<file path="src/rtl/run_ctrl_pkg.sv">
// rtl/run_ctrl_pkg.sv - shared state encoding and default parameters for run_controller
package run_ctrl_pkg;

  typedef enum logic [2:0] {
    ST_IDLE = 3'd0,
    ST_RST  = 3'd1,
    ST_ARM  = 3'd2,
    ST_RUN  = 3'd3,
    ST_DONE = 3'd4
  } state_t;

  localparam int DEF_RESET_CYCLES = 2;
  localparam int DEF_MAX_CYCLES   = 250;
  localparam int DEF_CNT_W        = 16;
  localparam int DEF_NUM_CORES    = 1;

endpackage

</file>
<file path="src/rtl/run_controller_if.sv">
// rtl/run_controller_if.sv - run request, halt and status bundle between harness and run_controller
interface run_controller_if #(
  parameter int NUM_CORES = run_ctrl_pkg::DEF_NUM_CORES,
  parameter int CNT_W     = run_ctrl_pkg::DEF_CNT_W
);

  logic                 go;
  logic [NUM_CORES-1:0] halted;
  logic                 core_reset;
  logic                 start;
  logic                 running;
  logic                 done;
  logic                 timeout;
  logic [CNT_W-1:0]     cycle_count;
  logic [NUM_CORES-1:0] halted_mask;

  modport master (
    output go, halted,
    input  core_reset, start, running, done, timeout, cycle_count, halted_mask
  );

  modport slave (
    input  go, halted,
    output core_reset, start, running, done, timeout, cycle_count, halted_mask
  );

endinterface

</file>
<file path="src/rtl/run_controller_sat_counter.sv">
// rtl/run_controller_sat_counter.sv - up-counter with synchronous clear, enable and saturation at all-ones
module sat_counter #(
  parameter int W = 8
) (
  input  logic         clk,
  input  logic         rst,
  input  logic         clr,
  input  logic         en,
  output logic [W-1:0] q
);

  logic [W-1:0] cnt_q, cnt_d;

  always_comb begin
    cnt_d = cnt_q;
    if (clr) begin
      cnt_d = '0;
    end else if (en && (cnt_q != {W{1'b1}})) begin
      cnt_d = cnt_q + W'(1);
    end
  end

  always_ff @(posedge clk) begin
    if (rst) begin
      cnt_q <= '0;
    end else begin
      cnt_q <= cnt_d;
    end
  end

  assign q = cnt_q;

endmodule

</file>
<file path="src/rtl/run_controller.sv">
// rtl/run_controller.sv - sequences core reset release, start, cycle counting and run termination
module run_controller
  import run_ctrl_pkg::*;
#(
  parameter int RESET_CYCLES = DEF_RESET_CYCLES,
  parameter int MAX_CYCLES   = DEF_MAX_CYCLES,
  parameter int CNT_W        = DEF_CNT_W,
  parameter int NUM_CORES    = DEF_NUM_CORES
) (
  input  logic             clock,
  input  logic             reset,
  run_controller_if.slave  bus
);

  localparam int RW = $clog2(RESET_CYCLES + 1);

  state_t               state_q, state_d;
  logic                 core_reset_q, core_reset_d;
  logic                 run_q, run_d;
  logic                 done_q, done_d;
  logic                 timeout_q, timeout_d;
  logic [NUM_CORES-1:0] halted_mask_q, halted_mask_d;
  logic [CNT_W-1:0]     cycle_count;
  logic [RW-1:0]        rst_cnt;
  logic                 rst_entry;
  logic                 all_h;

  always_comb begin
    state_d       = state_q;
    timeout_d     = timeout_q;
    halted_mask_d = halted_mask_q;
    all_h         = &(halted_mask_q | bus.halted);
    case (state_q)
      ST_IDLE: if (bus.go) state_d = ST_RST;
      ST_RST:  if (rst_cnt == RW'(RESET_CYCLES - 1)) state_d = ST_ARM;
      ST_ARM:  state_d = ST_RUN;
      ST_RUN: begin
        halted_mask_d = halted_mask_q | bus.halted;
        // Halt is checked first so a halt on the limit cycle is not a timeout.
        if (all_h) begin
          state_d = ST_DONE;
        end else if (cycle_count == CNT_W'(MAX_CYCLES - 1)) begin
          state_d   = ST_DONE;
          timeout_d = 1'b1;
        end
      end
      ST_DONE: if (bus.go) state_d = ST_RST;
      default: state_d = ST_IDLE;
    endcase

    rst_entry = (state_d == ST_RST) && (state_q != ST_RST);
    if (rst_entry) begin
      timeout_d     = 1'b0;
      halted_mask_d = '0;
    end

    core_reset_d = (state_d == ST_IDLE) || (state_d == ST_RST);
    run_d        = (state_d == ST_RUN);
    done_d       = (state_d == ST_DONE);
  end

  always_ff @(posedge clock) begin
    if (reset) begin
      state_q       <= ST_IDLE;
      core_reset_q  <= 1'b1;
      run_q         <= 1'b0;
      done_q        <= 1'b0;
      timeout_q     <= 1'b0;
      halted_mask_q <= '0;
    end else begin
      state_q       <= state_d;
      core_reset_q  <= core_reset_d;
      run_q         <= run_d;
      done_q        <= done_d;
      timeout_q     <= timeout_d;
      halted_mask_q <= halted_mask_d;
    end
  end

  sat_counter #(.W(CNT_W)) u_cycle_cnt (
    .clk (clock),
    .rst (reset),
    .clr (rst_entry),
    .en  (state_q == ST_RUN),
    .q   (cycle_count)
  );

  sat_counter #(.W(RW)) u_rst_cnt (
    .clk (clock),
    .rst (reset),
    .clr (rst_entry),
    .en  (state_q == ST_RST),
    .q   (rst_cnt)
  );

  assign bus.core_reset  = core_reset_q;
  assign bus.start       = run_q;
  assign bus.running     = run_q;
  assign bus.done        = done_q;
  assign bus.timeout     = timeout_q;
  assign bus.cycle_count = cycle_count;
  assign bus.halted_mask = halted_mask_q;

endmodule

</file>
<file path="src/flat_wrapper.sv">
// flat-port wrapper written by rule: the top's interface ports become plain ports
module run_controller_flat import run_ctrl_pkg::*;
#(
  parameter int RESET_CYCLES = DEF_RESET_CYCLES,
  parameter int MAX_CYCLES   = DEF_MAX_CYCLES,
  parameter int CNT_W        = DEF_CNT_W,
  parameter int NUM_CORES    = DEF_NUM_CORES
)
  (clock, reset, bus_go, bus_halted, bus_core_reset, bus_start, bus_running, bus_done, bus_timeout, bus_cycle_count, bus_halted_mask);
  run_controller_if #(.NUM_CORES(NUM_CORES), .CNT_W(CNT_W)) bus_i ();
  input  logic clock;
  input  logic reset;
  input wire logic [$bits(bus_i.go)-1:0] bus_go;
  input wire logic [$bits(bus_i.halted)-1:0] bus_halted;
  output wire logic [$bits(bus_i.core_reset)-1:0] bus_core_reset;
  output wire logic [$bits(bus_i.start)-1:0] bus_start;
  output wire logic [$bits(bus_i.running)-1:0] bus_running;
  output wire logic [$bits(bus_i.done)-1:0] bus_done;
  output wire logic [$bits(bus_i.timeout)-1:0] bus_timeout;
  output wire logic [$bits(bus_i.cycle_count)-1:0] bus_cycle_count;
  output wire logic [$bits(bus_i.halted_mask)-1:0] bus_halted_mask;
  assign bus_i.go = bus_go;
  assign bus_i.halted = bus_halted;
  assign bus_core_reset = bus_i.core_reset;
  assign bus_start = bus_i.start;
  assign bus_running = bus_i.running;
  assign bus_done = bus_i.done;
  assign bus_timeout = bus_i.timeout;
  assign bus_cycle_count = bus_i.cycle_count;
  assign bus_halted_mask = bus_i.halted_mask;
  run_controller #(.RESET_CYCLES(RESET_CYCLES), .MAX_CYCLES(MAX_CYCLES), .CNT_W(CNT_W), .NUM_CORES(NUM_CORES)) u_core (.clock(clock), .reset(reset), .bus(bus_i));
endmodule
</file>
<file path="config.mk">
export PLATFORM = sky130hd
export DESIGN_NAME = run_controller_flat
export DESIGN_NICKNAME = d
export VERILOG_FILES = /design/src/rtl/run_ctrl_pkg.sv /design/src/rtl/run_controller_if.sv /design/src/rtl/run_controller_sat_counter.sv /design/src/rtl/run_controller.sv /design/src/flat_wrapper.sv
export SDC_FILE = /design/constraint.sdc
export NUM_CORES = 1
export LEC_CHECK = 0
export ABC_AREA = 1
export CORE_MARGIN = 2
export CORE_UTILIZATION = 40
export DETAILED_ROUTE_END_ITERATION = 16
export PLACE_DENSITY = 0.73
export REMOVE_ABC_BUFFERS = 1
export SLEW_MARGIN = 30
export SYNTH_ARGS = -nofsm -noshare
export SYNTH_HDL_FRONTEND = slang
export SYNTH_SLANG_ARGS = --single-unit
</file>
<file path="constraint.sdc">
create_clock -name clock -period 2.15 [get_ports clock]
set_input_delay 0.3225 -clock clock [delete_from_list [all_inputs] [get_ports clock]]
set_output_delay 0.3225 -clock clock [all_outputs]
set_load 0.05 [all_outputs]
</file>
# Word-level counts from Yosys, hierarchy flattened
# Cells that the tools add are included.
# totals
regBits	26
latch_bits	0
ramBits	0
rom_bits	0
out_inout_bits	22
word_cells	38
mem_count	0
# classes
add_sub_neg	2
n_mul	0
div_mod_pow	0
magnitude_cmp	0
eq_ne	12
n_shift	0
muxes	5
n_bitwise	2
n_reduce_logical	9
# op_table
operator	n
$add A16 B1 Y16 const B	1
$eq A16 B8 Y1 const B	1
$ne A16 B16 Y1 const B	1
$mux W3	4
$pmux W3 S4	1
$eq A3 B2 Y1 const B	3
$eq A3 B1 Y1 const B	2
$eq A3 B3 Y1 const B	2
$logic_not A3 Y1	2
$reduce_or A2 Y1	2
$logic_and A1 B1 Y1	3
$ne A3 B1 Y1 const B	1
$reduce_and A3 Y1	1
$add A2 B1 Y2 const B	1
$eq A2 B1 Y1 const B	1
$ne A2 B2 Y1 const B	1
$logic_or A1 B1 Y1	1
$not A1 Y1	1
$or A1 B1 Y1	1

# Longest topological paths before layout
# depth
word_depth	7
mapped_depth	9
ltp_nobuf	9

# Hierarchy
# Synthesis repeated with hierarchy kept, for this count alone.
# hier_totals
cells_unflattened	237
area_unflattened_um2	1534.0
# modules_own_cells
mod	n_inst	cells_each	area_per_inst_um2	seq_area_each_um2
sat_counter (u_core.u_cycle_cnt)	1	156	1004.7	320.3
run_controller	1	65	422.9	160.2
sat_counter (u_core.u_rst_cnt)	1	16	106.4	40.0

# Worst setup path before layout
# No wires, ideal clock.
# synth_timing
kind	reg2reg
startpoint	reg u_core.u_cycle_cnt.cnt_q[0] (netlist: u_core.u_cycle_cnt.q[0])
endpoint	reg u_core.u_cycle_cnt.cnt_q[4] (netlist: u_core.u_cycle_cnt.q[4])
setup_ns	0.132
arrival_ns	1.872
required_time_ns	2.018
slack_ns	0.146
path_stages_with_launch	10
n_path_buf	1
period_less_slack_ns	2.004
path_cell_list	dfxtp_1 ha_1 nand3_2 inv_2 nand2_4 o21ai_4 inv_2 buf_6 nand2_1 a21oi_2
# synth_via
elab_chain_len	7
# synth_rtl
item	line_no	text
start: declaration	run_controller_sat_counter.sv:12	logic [W-1:0] cnt_q, cnt_d;
start signal: assignment	run_controller_sat_counter.sv:27	cnt_q <= cnt_d;
$eq A16 B8 Y1	run_controller.sv:42	end else if (cycle_count == CNT_W'(MAX_CYCLES - 1)) begin
$mux W3	run_controller.sv:42	
$mux W3	run_controller.sv:40	if (all_h) begin
$pmux W3 S4	run_controller.sv:33	case (state_q)
$eq A3 B1 Y1	run_controller.sv:51	rst_entry = (state_d == ST_RST) && (state_q != ST_RST);
$logic_and A1 B1 Y1	run_controller.sv:51	
$reduce_or A2 Y1 (no source line)	-	
# Parallel ways exist; a longest one is shown, timed or not.
# A chain may end at the register's enable or synchronous reset.

# Worst setup path in the final report
# layout_timing
startpoint	reg u_core.u_cycle_cnt.cnt_q[10] (netlist: u_core.u_cycle_cnt.q[10])
endpoint	out bus_cycle_count[10]
# layout_lines
item	line_no	text
end: declaration	flat_wrapper.sv:20	output wire logic [$bits(bus_i.cycle_count)-1:0] bus_cycle_count;
# No word-level cell between the ends.

==> results by group <==
Outcome
  • Status: finished clean

Clock tree
  • CTS root buf: clkbuf_8
  • CTS clock-pin slew for the worst setup and hold paths: 80 ps
  • CTS Sinks: 26
  • H-tree depth: 1
  • CTS tree: built
  • CTS max path bufs: 2
  • Post CTS Setup Buffer Count: 0
  • Latest clock arrival within the worst-skew pair: 270 ps
  • Post-CTS Resized: 0
  • CTS Hold Bufs: 0
  • CTS Buf Count: 3

GRT
  • Initial antenna violation count: 0
  • First-pass GRT wire length: 5320 microns
  • GRT Total Usage: 16.1%
  • Largest net degree at the start of global routing: 21
  • GRT overflow: 0
  • Number of global-route vias before repair: 1238

Detailed routing
  • Final ANT Viol Nets: 0
  • DR top layer: met4
  • WL met1: 1490 microns
  • Met2 WL: 1430 microns
  • DR vias: 1430
  • Met3 wire len: 166 microns
  • DR pass1 iterations: 4
  • Routed wire length: 3160 microns
  • DRT iter0 DRCs: 36
  • Routed vias/inst: 4.77
  • Drt wl/cell: 10.5 microns
  • Drt drc: 0

Logic synthesis
  • Post-Synth Simple-Gate Area: 35.0%
  • Synthesized flop and latch total: 26
  • Area fraction of the dominant cell type after synthesis: 34.6%
  • Area leader, netlist: dfxtp_1
  • Syn_area_per_cell: 6.70 sq um
  • Mapped cell area: 1510 sq um
  • Synthesis Warnings: 0
  • Seq/Total Area, Yosys: 34.6%
  • Cells after synthesis: 225
  • Post-synthesis compound-gate area fraction: 12.9%
  • Count of unique library cells instantiated by Yosys: 23
  • Post-synthesis mux area share: 0%
  • Synth Area in Adders: 3.32%
  • Largest family of logic cells by synthesized area: simple AND/OR/NAND/NOR gates
  • Post-Synth XOR/XNOR Area: 4.65%
  • Synth area leaders: dfxtp_1 (35%), nand2_1 (18%), nor2_1 (7.2%)

Timing
  • Final worst-path cycle share: 90.5%
  • Final Max Tran Viols: 0
  • Setup violators final: 0
  • Fmax: 514 MHz
  • Setup ws final: 205 ps
  • Clk_skew: 4.67 ps
  • Rel. slew slack: 66.5%
  • Worst Hold Slack: 456 ps
  • RSZ-0062 raised after global routing: no
  • Worst-margin pin slew: 501 ps
  • Fin crit period: 1950 ps
  • Setup TNS: 0 ps
  • Hold Fails Final Rpt: 0

Worst setup path
  • CP top delay family: buffers and inverters
  • Setup crit start kind: flip-flop
  • Critical path arrival: 1620 ps
  • Reg-to-reg slack, setup: 360 ps
  • Critical Path Max Stage Delay: 860 ps
  • Critical path class: flip-flop to primary output
  • CP max FO: 7
  • Capturing element type of the critical path: primary output
  • CP Cell Sequence: clkdlybuf4s50_1
  • CP Data Required Time: 1830 ps
  • Worst path slowest cell: clkdlybuf4s50_1
  • CP Buf/Inv Count: 1

Floorplan
  • Num rows: 22
  • Starting Density: 41.5%
  • Core Region: 3630 sq um
  • Boundary Pins: 26
  • Die span in y: 65.4 microns
  • Die Width: 65.4 microns
  • Die area: 4270 sq um

Layout
  • Layout cells sized above 1: 10.7%
  • Most frequent cells in the layout: nand2_1 (72), nor2_1 (29), inv_1 (26), dfxtp_1 (26), clkdlybuf4s50_1 (25)
  • Final Net Count: 261
  • Commonest non-fill, non-tap cell in the layout: nand2_1
  • Inserted Diodes: 0
  • Area growth syn-to-layout: 23.2%

Power
  • Pleak: 0.000680 uW
  • Power Dens Cells: 472 nW/um^2
  • VDD IR max: 0.212 mV

Min path
  • Hold Crit Class: flip-flop to flip-flop

Placed design
  • RePlAce Congestion: 0.840
  • DP Worst Slack: 381 ps
  • Port buffer count: 25
  • DP HPWL: 2340 microns

Run
  • Max Cap Violations: 0
-- worst min-delay path: stages, from the launching register on --
cell     delay (ps)
dfxtp_1         320
inv_1            50
a21oi_1          50
-- layer usage --
metal	GRT usage, %	vias up
li1	-	757
met1	19.8	638
met2	27.3	30
met3	2.74	5
met4	7.55	0
met5	0	-
-- cells in the mapped netlist --
cell,number
inv_2,2
nor2_1,29
clkbuf_1,1
inv_1,26
nor2_4,1
buf_2,1
a21oi_2,10
xor2_1,4
nand2_1,72
nand4_1,5
o21ai_0,6
ha_1,4
nand3_1,12
nand3_2,1
o21ai_4,1
nand2_4,1
or2_2,3
buf_6,2
buf_4,1
a21oi_1,12
nand2_2,1
xnor2_1,4
dfxtp_1,26
-- final timing paths --
| check | from | endpoint | cells past startpoint |
|---|---|---|---|
| worst max-delay path | u_core.u_cycle_cnt.q[10] | bus_cycle_count[10] | 1 |
| worst min-delay path | u_core.bus.timeout | u_core.bus.timeout | 2 |
| worst max register to register | u_core.u_cycle_cnt.q[0] | u_core.u_cycle_cnt.q[11] | 8 |
| worst min register to register | u_core.bus.timeout | u_core.bus.timeout | 2 |
-- cell families (layout without fill, tap and decap cells) --
kind of cell,Yosys count,in the layout
AND/OR/NAND/NOR,125,125
buffers and inverters,33,60
flip-flops,26,26
AO/OA/AOI/OAI,29,29
XOR/XNOR,8,8
adder cells (fa/ha/maj),4,4
-- area by class of cell --
type | instances | area [sq um]
fillers | 371 | 1780
multi-input cells | 166 | 842
flip-flops and latches | 26 | 520
repair buffers | 28 | 273
inverters | 28 | 105
well taps | 48 | 60.1
clock buffers | 4 | 55.1
-- where the power goes --
group / switching (uW) / total [uW] / internal (uW)
clock network: 154 / 318 / 164
logic: 42.8 / 66.2 / 23.4
registers: 4.56 / 492 / 487
total: 201 / 876 / 675
-- sequential cells by signal, indices dropped and copies added (netlist names) --
register / cells
u_core.bus.core_reset: 1
u_core.state_q: 3
u_core.bus.timeout: 1
u_core.u_rst_cnt.q: 2
u_core.u_cycle_cnt.q: 16
u_core.bus.done: 1
u_core.bus.halted_mask: 1
u_core.bus.running: 1
-- through the flow --
step | area [sq um] | util (%) | cells | total power (uW)
6_report | 1860 | 51.1 | 300 | 876
4_1_cts | 1860 | 51.1 | 300 | 889
3_3_place_gp | 1800 | 49.6 | 296 | 569
5_1_grt | 1860 | 51.1 | 300 | 917
3_5_place_dp | 1800 | 49.6 | 296 | 570
2_1_floorplan | 1470 | - | 220 | 547
Power figures use the tool's default switching activity.
